### src/rtl/exp5_apresenta_sequencia.sv
// Sequence presenter: steps endereco from 0 to limite, lighting leds with
// each memory element for T_ON cycles followed by a T_OFF blank gap.
package exp5_pkg;
  typedef enum logic [3:0] {
    INICIAL    = 4'd0,
    PREPARACAO = 4'd1,
    CARREGA    = 4'd2,
    MOSTRA     = 4'd3,
    INTERVALO  = 4'd4,
    PROXIMO    = 4'd5,
    FIM        = 4'd6
  } estado_t;
endpackage

module exp5_apresenta_sequencia
  import exp5_pkg::*;
#(
  parameter int T_ON  = 4,
  parameter int T_OFF = 2
) (
  input  logic       clock,
  input  logic       reset,
  input  logic       iniciar,
  input  logic [3:0] limite,
  input  logic [3:0] dado_mem,
  output logic [3:0] endereco,
  output logic [3:0] leds,
  output logic       exibindo,
  output logic       pronto,
  output logic [3:0] db_estado
);

  localparam logic [7:0] ON_LAST  = 8'(T_ON - 1);
  localparam logic [7:0] OFF_LAST = 8'(T_OFF - 1);

  estado_t    estado;
  logic [7:0] timer;
  logic [3:0] dado;

  always_ff @(posedge clock) begin
    if (reset) begin
      estado   <= INICIAL;
      timer    <= 8'd0;
      dado     <= 4'd0;
      endereco <= 4'd0;
    end else begin
      case (estado)
        INICIAL: begin
          if (iniciar) estado <= PREPARACAO;
        end
        PREPARACAO: begin
          endereco <= 4'd0;
          timer    <= 8'd0;
          estado   <= CARREGA;
        end
        CARREGA: begin
          dado   <= dado_mem;
          timer  <= 8'd0;
          estado <= MOSTRA;
        end
        MOSTRA: begin
          if (timer == ON_LAST) begin
            timer  <= 8'd0;
            estado <= INTERVALO;
          end else begin
            timer <= timer + 8'd1;
          end
        end
        INTERVALO: begin
          if (timer == OFF_LAST) begin
            timer  <= 8'd0;
            estado <= (endereco == limite) ? FIM : PROXIMO;
          end else begin
            timer <= timer + 8'd1;
          end
        end
        PROXIMO: begin
          endereco <= endereco + 4'd1;
          estado   <= CARREGA;
        end
        FIM: begin
          estado <= INICIAL;
        end
        // corrupted state register recovers through inicial
        default: begin
          estado <= INICIAL;
        end
      endcase
    end
  end

  always_comb begin
    leds      = 4'd0;
    exibindo  = 1'b0;
    pronto    = 1'b0;
    db_estado = 4'hF;
    case (estado)
      INICIAL: begin
        db_estado = 4'd0;
      end
      PREPARACAO: begin
        db_estado = 4'd1;
        exibindo  = 1'b1;
      end
      CARREGA: begin
        db_estado = 4'd2;
        exibindo  = 1'b1;
      end
      MOSTRA: begin
        db_estado = 4'd3;
        exibindo  = 1'b1;
        leds      = dado;
      end
      INTERVALO: begin
        db_estado = 4'd4;
        exibindo  = 1'b1;
      end
      PROXIMO: begin
        db_estado = 4'd5;
        exibindo  = 1'b1;
      end
      FIM: begin
        db_estado = 4'd6;
        pronto    = 1'b1;
      end
      default: begin
        db_estado = 4'hF;
      end
    endcase
  end

endmodule

### config.mk
export PLATFORM = sky130hd
export DESIGN_NAME = exp5_apresenta_sequencia
export DESIGN_NICKNAME = d
export VERILOG_FILES = /design/src/rtl/exp5_apresenta_sequencia.sv
export SDC_FILE = /design/constraint.sdc
export NUM_CORES = 1
export LEC_CHECK = 0
export CORE_MARGIN = 3
export CORE_UTILIZATION = 51
export CTS_BUF_LIST = sky130_fd_sc_hd__clkbuf_2 sky130_fd_sc_hd__clkbuf_4 sky130_fd_sc_hd__clkbuf_8
export DETAILED_ROUTE_END_ITERATION = 8
export PLACE_DENSITY = 0.84
export SYNTH_ARGS = -nofsm -noshare
export SYNTH_HDL_FRONTEND = slang
export SYNTH_SLANG_ARGS = --single-unit
### constraint.sdc
create_clock -name clock -period 2.45 [get_ports clock]
set_clock_uncertainty 0.2 [all_clocks]
set_input_delay 0.245 -clock clock [delete_from_list [all_inputs] [get_ports clock]]
set_output_delay 0.245 -clock clock [all_outputs]
set_load 0.02 [all_outputs]
# Word level (Yosys, flattened, before mapping)
# Index checks and enable logic that the tools add are counted.
[totals]
output_inout_bits = 14
register_bits = 20
inputBits = 11
[op_classes]
n_addsub = 2
n_reduce_logical = 7
n_eq_ne = 12
n_mux = 13
[ops]
columns = ["operator", "n"]
rows = [
  ["4-bit case mux with 7 select lines", 1],
  ["8-bit case mux with 3 select lines", 1],
  ["4-bit case mux with 5 select lines", 1],
  ["4-bit two-way mux", 4],
  ["8-bit two-way mux", 2],
  ["4-bit by 3-bit == test with 1-bit output (second input constant)", 3],
  ["8-bit by 1-bit adder with 8-bit output (second input constant)", 1],
  ["4-bit by 2-bit == test with 1-bit output (second input constant)", 2],
  ["8-bit by 1-bit == test with 1-bit output (second input constant)", 1],
  ["8-bit by 2-bit == test with 1-bit output (second input constant)", 1],
  ["4-bit case mux with 2 select lines", 1],
  ["2-bit != test (second input constant)", 3],
  ["5-bit OR reduction", 1],
  ["4-bit by 1-bit adder with 4-bit output (second input constant)", 1],
  ["4-bit by 1-bit == test with 1-bit output (second input constant)", 1],
  ["4-bit == test", 1],
  ["4-bit zero test", 1],
  ["2-bit OR reduction", 2],
  ["3-bit AND reduction", 1],
  ["3-bit nonzero test", 1],
  ["1-bit two-way mux", 2],
  ["2-bit two-way mux", 1],
  ["2-bit nonzero test", 1],
]

# Logic depth before layout (Yosys ltp)
[depth]
word_depth = 4
mapped_depth = 6

# Least setup slack after synthesis
# Ideal clock, no wire load.
[synth_path]
kind = "register -> register"
from = "register estado[2]"
to = "register timer[4]"
setup_ns = 0.093
path_buffers = 1
t_arrival_ns = 1.431
period_less_slack_ns = 1.724
slack_ns = 0.726
path_stages_with_launch = 7
path_cell_list = "dfxtp_1 or3b_1 buf_2 o22a_2 nand2_2 nand2_4 o311ai_2"
[synth_via]
elab_chain_len = 3
[synth_lines]
columns = ["item", "line_no", "source"]
rows = [
  ["start: declaration", "36", "estado_t estado;"],
  ["start signal: assignment", "72", "estado <= (endereco == limite) ? FIM : PROXIMO;"],
  ["4-bit by 2-bit == test with 1-bit output / 4-bit by 1-bit == test with 1-bit output (equally long branches)", "47", "case (estado)"],
  ["2-bit OR reduction (no line)", "n/a", ""],
  ["8-bit case mux with 3 select lines / 3-bit nonzero test (equally long branches)", "n/a", ""],
  ["end signal: assignment", "66", "timer <= timer + 8'd1;"],
  ["end signal: assignment", "74", "timer <= timer + 8'd1;"],
  ["end: declaration", "37", "logic [7:0] timer;"],
]
# Several ways; a longest one is shown, not always the timed one.
# A chain may end at the register's enable or synchronous reset.

# Worst setup path after layout
[layout_path]
from = "register estado[1]"
to = "output port leds[2]"
[layout_via]
elab_chain_len = 2
[layout_lines]
columns = ["item", "line_no", "source"]
rows = [
  ["4-bit by 2-bit == test with 1-bit output", "97", "case (estado)"],
  ["4-bit two-way mux", "97", ""],
  ["end: declaration", "27", "output logic [3:0] leds,"],
]
# No other way between the ends.

==> impl_metrics.tcl <==
set metrics [dict create \
    leakagePower_nw 0.480 \
    layout_commonest_cell "clkdlybuf4s50_1" \
    antenna_found_initial 0 \
    coreArea_um2 1860 \
    clk_latency_ns 0.30 \
    ys_seq_area_frac 0.356 \
    regToRegStartpoint "estado[2]" \
    p_total_uw 751 \
    grt_usage 0.213 \
    fillers 154 \
    clk_pin_slew_worst_paths_ns 0.11 \
    fin_crit_ns 2.27 \
    synth_mux_area_frac 0.0374 \
    synth_top_area_share 0.356 \
    routed-wl-met3_um 96 \
    end_kind "primary output" \
    dr.first_iter.drc_count 24 \
    gr-total-overflow 0 \
    dp_hpwl_um 1920 \
    cts-root-buf "clkbuf_4" \
    synthTopCellsByArea "dfxtp_1, nor2_1, nand2_1" \
    setup_viol 0 \
    n_antenna_cell 0 \
    syn_to_final_growth_pct 26.0 \
    worstSetupPathType "flip-flop to primary output" \
    clk_path_buf_depth 2 \
    synth.distinct_cells 36 \
    synth_fp_nets 147 \
    regArea_um2 384 \
    rows 15 \
    tightestPinTransition_ns 0.588 \
    cts_tree "built" \
    critPathLaunchType "flip-flop" \
    finalSetupTns_ns 0 \
    top_layer "met4" \
    nNetsFinal 169 \
    post-route-drc-count 0 \
    multiInputGateArea_um2 642 \
    synth_area_um2 1070 \
    slew_headroom 0.604 \
    wl_um 2480 \
    cts_htree_levels 1 \
    drive_above_1_share 0.110 \
    hold_path_depth 2 \
    synth_xor_area_frac 0.0573 \
    synth-simple-area-share 0.260 \
    synth_compound_area_frac 0.211 \
    pwr_density_cell_nw_per_um2 557 \
    fin_crit_sh 0.925 \
    yosys_warnings 0 \
    hold_violations 0 \
    fmax_ghz 0.441 \
    hold_buffers 0 \
    grt_pass1_vias 923 \
    status "finished clean" \
    routed-wl-met2_um 1170 \
    drv_slew 0 \
    synth_top_cell_by_area "dfxtp_1" \
    worstPathArrival_ns 1.82 \
    avgViaCountPerCell 5.78 \
    hp-class "flip-flop to flip-flop" \
    r2r_cells 5 \
    dieArea_um2 2680 \
    place_area_um2 1320 \
    port-buffer-count 24 \
    peakVddDrop_mv 0.336 \
    grt_max_degree 16 \
    grt_setup_unrepaired "no" \
    drt-met1-wl_um 1110 \
    ios 25 \
    crit_required_ns 2.01 \
    hold_end "dado[2]" \
    drtAntennaViolNets 0 \
    numCtsBuffers 3 \
    dr.pass1.iters 4 \
    postSynthAreaPerCell_um2 8.04 \
    vias 1035 \
    holdCritStartpoint "dado[2]" \
    final_cell_mix "clkdlybuf4s50_1, nor2_1, dfxtp_1" \
    grt_pass1_wl_um 4240 \
    ys_ff_latch 19 \
    gp_congestion 0.867 \
    die_h_um 51.8 \
    start_util 0.576 \
    reg2reg_slack_ns 0.45 \
    path_max_fanout 15 \
    die_w_um 51.8 \
    netlist_instances 133 \
    synth_fa_ha_area_frac 0.0351 \
    cap_violations 0 \
    r2r-end "timer[4]" \
    stdcell_area_um2 1350 \
    synth_top_family_by_area "simple AND/OR/NAND/NOR gates" \
    wire_per_inst_um 13.8 \
    clock_sinks 19 \
]
worst max-delay path by stage:
stage | from | to | slack, ns
floorplan | estado[2] | timer[4] | 0.73
detailed placement | estado[2] | timer[4] | 0.37
finish | estado[1] | leds[2] | 0.18
CTS | estado[1] | leds[2] | 0.05
global route | estado[2] | leds[3] | 0.07
global placement | estado[1] | leds[1] | 0.46
Yosys cell counts, drive strengths merged:
library cell	number
and3	3
nand3b	1
ha	3
o32a	1
buf	2
a22o	1
inv	4
o21a	1
xnor2	4
nor2	16
nand3	7
xor2	3
nor2b	1
or2	1
nand4	1
or3b	1
a31o	1
nand2	16
o311ai	2
dfxtp	19
nor4	1
o22a	1
nor3	4
mux2i	4
o2111ai	2
clkbuf	6
a21oi	9
nor3b	1
a211oi	2
o211ai	1
o21ai	10
and2	4
layer usage:
metal,up-vias,global-route usage
met3,11,0.0372
met4,0,0.135
li1,513,-
met2,33,0.335
met1,478,0.268
met5,-,0
where the power goes:
group	total, mW	internal [mW]	leakage, nW	switching (mW)
Sequential	0.371	0.332	0.155	0.0385
Clock	0.158	0.0609	0.0177	0.0973
Combinational	0.222	0.103	0.308	0.119
Total	0.751	0.496	0.480	0.255
logic make-up (layout without fill, tap and decap cells):
| kind of cell | after synthesis | after routing |
|---|---|---|
| muxes | 4 | 4 |
| DFF | 19 | 19 |
| AOI/OAI and AO/OA | 31 | 31 |
| adders and majority gates | 3 | 3 |
| buffers and inverters | 12 | 33 |
| xor gates and xnor gates | 7 | 7 |
| and+or+nand+nor | 57 | 57 |
area by class of cell:
class | instances | share of cell area
clock buffer | 3 | 0.0167
clock inverter | 1 | 0.00371
inverter | 4 | 0.0111
multi-input combinational | 102 | 0.476
sequential | 19 | 0.285
tap | 25 | 0.0232
timing repair buffer | 25 | 0.184
metrics by stage:
stage / instances / hold slack, ns / utilization / worst slack (ns)
6_report: 179 / 0.304 / 0.725 / 0.184
5_1_grt: 179 / 0.335 / 0.725 / 0.0678
4_1_cts: 179 / 0.304 / 0.723 / 0.0479
3_5_place_dp: 175 / 0.275 / 0.708 / 0.367
3_3_place_gp: 175 / 0.272 / 0.708 / 0.463
2_1_floorplan: 133 / 0.192 / - / 0.726
registers in the layout (all words and copies together), names as in the netlist:
name      flops
timer         8
endereco      4
estado        3
dado          4
worst max-delay path: stages, from the launching register on:
cell,delay [ns]
dfxtp_2,0.48
and3_1,0.28
and2_1,0.15
clkdlybuf4s50_1,0.60
repair_timing:
action,4_1_cts,5_1_grt
resized for setup,0,3
setup buffers,0,0
endpoints found under the setup margin,0,5
Power figures use the tool's default switching activity.
